$ cat src/rtl/riscv_wb_arbiter.sv
// Register-file write arbiter: the single-cycle ALU result (port A) has priority.
// Long-latency results (port B) are buffered in a small FIFO and drain into the
// regfile write port when A is idle. Pending writes are exposed for RAW-hazard probes.
module riscv_wb_arbiter #(
  parameter int unsigned AddrWidth = 5,
  parameter int unsigned DataWidth = 32,
  parameter int unsigned FifoDepth = 4,
  localparam int unsigned PtrWidth = $clog2(FifoDepth),
  localparam int unsigned CntWidth = PtrWidth + 1
) (
  input  logic                 clk_i,
  input  logic                 rst_i,
  input  logic                 a_valid_i,
  input  logic [AddrWidth-1:0] a_addr_i,
  input  logic [DataWidth-1:0] a_data_i,
  input  logic                 b_valid_i,
  output logic                 b_ready_o,
  input  logic [AddrWidth-1:0] b_addr_i,
  input  logic [DataWidth-1:0] b_data_i,
  output logic                 wr_en_o,
  output logic [AddrWidth-1:0] wr_addr_o,
  output logic [DataWidth-1:0] wr_data_o,
  output logic [CntWidth-1:0]  b_count_o,
  input  logic [AddrWidth-1:0] chk_addr_a_i,
  input  logic [AddrWidth-1:0] chk_addr_b_i,
  output logic                 chk_hit_a_o,
  output logic                 chk_hit_b_o
);

  logic [AddrWidth-1:0] fifo_addr_q [FifoDepth];
  logic [DataWidth-1:0] fifo_data_q [FifoDepth];

  logic [PtrWidth-1:0]  wptr_q, wptr_d;
  logic [PtrWidth-1:0]  rptr_q, rptr_d;
  logic [CntWidth-1:0]  count_q, count_d;
  logic                 rdy_en_q;

  logic                 wr_en_q, wr_en_d;
  logic [AddrWidth-1:0] wr_addr_q, wr_addr_d;
  logic [DataWidth-1:0] wr_data_q, wr_data_d;

  logic                 a_sel;
  logic                 full;
  logic                 push;
  logic                 pop;
  logic [PtrWidth-1:0]  offs;
  logic                 hit_a_fifo, hit_b_fifo;

  // Handshake and arbitration decisions; writes to x0 never enter the pipeline.
  assign a_sel     = a_valid_i & (a_addr_i != '0);
  assign full      = (count_q == CntWidth'(FifoDepth));
  // rdy_en_q keeps ready low until the first edge after reset release.
  assign b_ready_o = rdy_en_q & ~full;
  assign push      = b_valid_i & b_ready_o & (b_addr_i != '0);
  assign pop       = ~a_sel & (count_q != '0);

  assign wr_en_o   = wr_en_q;
  assign wr_addr_o = wr_addr_q;
  assign wr_data_o = wr_data_q;
  assign b_count_o = count_q;

  // FIFO pointer and occupancy next-state.
  always_comb begin
    wptr_d  = wptr_q;
    rptr_d  = rptr_q;
    count_d = count_q;
    if (push) wptr_d = wptr_q + PtrWidth'(1);
    if (pop)  rptr_d = rptr_q + PtrWidth'(1);
    unique case ({push, pop})
      2'b10:   count_d = count_q + CntWidth'(1);
      2'b01:   count_d = count_q - CntWidth'(1);
      default: count_d = count_q;
    endcase
  end

  // Output stage selection: A first, then FIFO head, else idle with held address/data.
  always_comb begin
    wr_en_d   = 1'b0;
    wr_addr_d = wr_addr_q;
    wr_data_d = wr_data_q;
    if (a_sel) begin
      wr_en_d   = 1'b1;
      wr_addr_d = a_addr_i;
      wr_data_d = a_data_i;
    end else if (pop) begin
      wr_en_d   = 1'b1;
      wr_addr_d = fifo_addr_q[rptr_q];
      wr_data_d = fifo_data_q[rptr_q];
    end
  end

  // Hazard probes: match against live FIFO entries and the write in flight.
  always_comb begin
    hit_a_fifo = 1'b0;
    hit_b_fifo = 1'b0;
    offs       = '0;
    for (int i = 0; i < FifoDepth; i++) begin
      // Entry i is live if its distance from the read pointer is below occupancy.
      offs = PtrWidth'(i) - rptr_q;
      if ({1'b0, offs} < count_q) begin
        if (fifo_addr_q[i] == chk_addr_a_i) hit_a_fifo = 1'b1;
        if (fifo_addr_q[i] == chk_addr_b_i) hit_b_fifo = 1'b1;
      end
    end
    chk_hit_a_o = (chk_addr_a_i != '0) &
                  (hit_a_fifo | (wr_en_q & (wr_addr_q == chk_addr_a_i)));
    chk_hit_b_o = (chk_addr_b_i != '0) &
                  (hit_b_fifo | (wr_en_q & (wr_addr_q == chk_addr_b_i)));
  end

  // Control state: pointers, occupancy, ready enable and registered write port.
  always_ff @(posedge clk_i or posedge rst_i) begin
    if (rst_i) begin
      wptr_q    <= '0;
      rptr_q    <= '0;
      count_q   <= '0;
      rdy_en_q  <= 1'b0;
      wr_en_q   <= 1'b0;
      wr_addr_q <= '0;
      wr_data_q <= '0;
    end else begin
      wptr_q    <= wptr_d;
      rptr_q    <= rptr_d;
      count_q   <= count_d;
      rdy_en_q  <= 1'b1;
      wr_en_q   <= wr_en_d;
      wr_addr_q <= wr_addr_d;
      wr_data_q <= wr_data_d;
    end
  end

  // FIFO storage; contents are only meaningful under the occupancy count, so no reset.
  always_ff @(posedge clk_i) begin
    if (push) begin
      fifo_addr_q[wptr_q] <= b_addr_i;
      fifo_data_q[wptr_q] <= b_data_i;
    end
  end

endmodule

$ cat config.mk
export PLATFORM = sky130hd
export DESIGN_NAME = riscv_wb_arbiter
export DESIGN_NICKNAME = d
export VERILOG_FILES = /design/src/rtl/riscv_wb_arbiter.sv
export SDC_FILE = /design/constraint.sdc
export NUM_CORES = 1
export LEC_CHECK = 0
export CAP_MARGIN = 15
export CORE_MARGIN = 2
export CORE_UTILIZATION = 45
export DETAILED_ROUTE_END_ITERATION = 10
export PLACE_DENSITY = 0.78
export SYNTH_ARGS = -nofsm -noshare
export SYNTH_HDL_FRONTEND = slang
export SYNTH_SLANG_ARGS = --single-unit
$ cat constraint.sdc
create_clock -name clk_i -period 4.5 [get_ports clk_i]
set_input_delay 0.9 -clock clk_i [delete_from_list [all_inputs] [get_ports clk_i]]
set_output_delay 0.9 -clock clk_i [all_outputs]
set_load 0.02 [all_outputs]
==> results.py <==
metrics = {
    "status": {
        "status": "complete, no violations",
    },
    "die": {
        "die-area_um2": 19900,
        "start_util_pct": 45.5,
        "ioPinCount": 132,
        "rows": 50,
        "core-area_um2": 18600,
        "die_h_um": 141,
        "dieWidth_um": 141,
    },
    "timing": {
        "worst_slew_pin_slew_ns": 0.940,
        "finalSetupViolCount": 0,
        "skew_ns": 0.00754,
        "rsz0062_at_grt": "false",
        "timing.fmax_mhz": 255,
        "hold_viol": 0,
        "maxSlewHeadroom_pct": 37.3,
        "period_share_pct": 87.1,
        "period_needed_ns": 3.92,
        "report.final.slew_viol_count": 0,
        "setup_ws_ns": 0.583,
        "finalSetupTns_ns": 0,
    },
    "global_routing": {
        "grt_remaining_overflow": 0,
        "grt_max_degree": 74,
        "grt_pass1_wl_um": 27900,
        "antenna_found_initial": 0,
        "track_usage_pct": 18.7,
        "grt_pass1_vias": 5102,
    },
    "clock_tree": {
        "post-cts-setup-buffer-count": 0,
        "cts_resized": 0,
        "hold_buffers": 0,
        "clockRootBuffer": "clkbuf_16",
        "numCtsBuffers": 17,
        "clk_latency_ns": 0.43,
        "cts.sink_count": 194,
        "cts.clk_slew.worst_paths_ns": 0.07,
        "cts_tree": "done",
        "htreeDepth": 4,
        "cts_buffer_depth": 2,
    },
    "setup_path": {
        "crit_slowest_cell": "clkdlybuf4s50_1",
        "crit_path_start": "b_count_o[1]",
        "path_buf_inv": 2,
        "path_max_fanout": 6,
        "critical_path.top_delay_family": "buffers and inverters",
        "required_ns": 3.60,
        "crit_chain": "inv_1 -> ha_1 -> a21boi_0 -> o21ai_0 -> nand3_1 -> nor4_1 -> o22a_1 -> clkdlybuf4s50_1",
        "worstSetupPathType": "reg2out",
        "cp-end-kind": "primary output",
        "arrival_ns": 3.02,
        "critPathLaunchType": "flip-flop",
        "r2r-start": "b_count_o[2]",
        "slowest_delay_ns": 0.61,
    },
    "routing": {
        "top_layer": "met4",
        "first_pass_iters": 4,
        "met3_length_um": 896,
        "num_vias": 4683,
        "drt_iter0_drc": 209,
        "wl_um": 17700,
        "wire_per_inst_um": 20.1,
        "drc": 0,
        "ant_nets": 0,
        "met1_length_um": 7390,
        "wl_met2_um": 9190,
        "vias_per_cell": 5.33,
    },
    "hold_path": {
        "min-delay-start": "wptr_q[1]",
        "worstHoldPathType": "reg2reg",
    },
    "pwr": {
        "power.share.switching_pct": 32.2,
        "p_seq_share_pct": 40.7,
        "power_switching_uw": 1910,
        "p_leak_uw": 0.00361,
        "ir_drop_v": 0.000411,
        "power.total_uw": 5950,
        "p_comb_share_pct": 34.8,
        "clkPwrFrac_pct": 24.5,
        "intPower_uw": 4040,
        "powerDensity_nw_per_um2": 564,
    },
    "flow_run": {
        "maxCapViolCount": 0,
    },
    "place": {
        "detailedPlace.worstSlack_ns": 0.598,
        "dp_cells": 846,
        "post_dp_cell_area_um2": 9950,
        "hpwl_um": 12000,
        "numPortBuffers": 131,
        "gp_routability_congestion": 0.846,
    },
    "layout": {
        "antenna_cells": 0,
        "final_area_um2": 10500,
        "area_growth_pct": 24.8,
        "drive_gt1_share_pct": 19.4,
        "fin_cells": 879,
        "nets": 730,
    },
    "logic_synthesis": {
        "synth_enable_flop_cells": 148,
        "syn-cell-area_um2": 8450,
        "synth_ff_type": "edfxtp_1",
        "ys_async_sr_fraction_pct": 23.7,
        "yosysUniqueCellTypes": 37,
        "ys_warn_count": 0,
        "yosysSeqAreaShare_pct": 66.2,
        "netlist_instances": 504,
        "syn_area_per_cell_um2": 16.8,
        "synthesis.nets": 602,
        "synth-seq-cells": 194,
    },
}
## synthesized netlist by cell type, types with 2 or more instances
| cell | instances | area share (%) |
|---|---|---|
| buf_2 | 7 | 0.41 |
| xor2_1 | 38 | 3.9 |
| clkbuf_1 | 10 | 0.44 |
| mux2i_1 | 36 | 4.3 |
| and2_1 | 4 | 0.30 |
| nand3_1 | 4 | 0.24 |
| nand4_1 | 6 | 0.44 |
| a21oi_1 | 4 | 0.24 |
| a21oi_2 | 34 | 3.5 |
| o21ai_0 | 2 | 0.12 |
| xnor2_1 | 19 | 2.0 |
| edfxtp_1 | 148 | 53 |
| buf_6 | 3 | 0.40 |
| o22a_1 | 2 | 0.21 |
| inv_1 | 10 | 0.44 |
| mux4_2 | 37 | 9.9 |
| dfrtp_1 | 46 | 14 |
| or4_1 | 3 | 0.27 |
| nand2_1 | 3 | 0.13 |
| nor3_1 | 8 | 0.47 |
| mux2_2 | 3 | 0.40 |
| ha_1 | 9 | 1.3 |
| buf_4 | 11 | 0.98 |
| a22o_1 | 2 | 0.21 |
| o211ai_1 | 2 | 0.18 |
| nor2_1 | 39 | 1.7 |
| nor4_1 | 4 | 0.30 |
## worst paths after layout
| check | endpoint | slack [ns] | depth (start not counted) |
|---|---|---|---|
| worst max-delay path | chk_hit_a_o | 0.58 | 8 |
| worst max register to register | fifo_addr_q[2][0] | 1.83 | 6 |
| worst min register to register | wptr_q[1] | 0.57 | 1 |
| worst min-delay path | wptr_q[1] | 0.57 | 1 |
| min in group asynchronous | wr_data_o[16] | 0.79 | 2 |
| max in group asynchronous | rptr_q[1] | 3.18 | 3 |
## cells by family after synthesis
family	after synthesis	synth area share, %
AND/OR/NAND/NOR	73	4.03
adder cells (fa/ha/maj)	10	1.57
XOR/XNOR	57	5.91
AO/OA/AOI/OAI	51	4.96
multiplexers	76	14.5
flip-flops	194	66.2
buffers and inverters	42	2.73
other	1	0.0444
## through the flow
stage | utilization [%] | hold WS (ns)
2_1_floorplan | - | 0.534
3_3_place_gp | 53.5 | 0.546
3_5_place_dp | 53.5 | 0.559
4_1_cts | 56.7 | 0.573
5_1_grt | 56.8 | 0.606
6_report | 56.8 | 0.569
## area by class of cell
cell class	count	area, um2
Inverter	10	37.5
Fill cell	1414	8030
Tap cell	234	293
Sequential cell	194	5600
Clock buffer	18	439
Clock inverter	14	140
Timing Repair Buffer	141	1400
Multi-Input combinational cell	268	2640
## placed cells by master, fill, tap and decap left out, drive strengths merged, types with 2 or more instances in the layout
cell type      Yosys  routed
a21oi             38      38
a22o               2       2
and2               4       4
buf               22      10
clkbuf            10      18
clkdlybuf4s50      0     131
clkinv             0       4
clkinvlp           0       2
dfrtp             46      46
edfxtp           148     148
ha                 9       9
inv               10      17
mux2               3       3
mux2i             36      36
mux4              37      37
nand2              3       3
nand3              4       4
nand4              6       6
nor2              39      39
nor3               8       8
nor4               4       4
o211ai             2       2
o21ai              3       3
o22a               2       2
o31a               2       2
or4                3       3
xnor2             19      19
xor2              38      38
## sequential cells by signal (all words and copies together), names as in the netlist
name	count
fifo_addr_q	20
wptr_q	2
wr_addr_o	5
wr_en_o	1
rdy_en_q	1
fifo_data_q	128
b_count_o	3
wr_data_o	32
rptr_q	2
## metal layers
layer / up-vias / global-route usage, %
met5: - / 0
met4: 0 / 5.11
met3: 22 / 4.96
met2: 137 / 32.7
met1: 2359 / 23.1
li1: 2165 / -
## power by group through the flow
| stage | sequential, uW | clock [uW] | combinational (uW) |
|---|---|---|---|
| after global routing | 2450 | 1560 | 2260 |
| after CTS | 2430 | 1490 | 2110 |
| after global placement | 2440 | 0 | 2060 |
| after detailed placement | 2460 | 0 | 2100 |
| after floorplan | 2560 | 0 | 1270 |
| final | 2420 | 1460 | 2070 |
(Power assumes the default switching activity.)
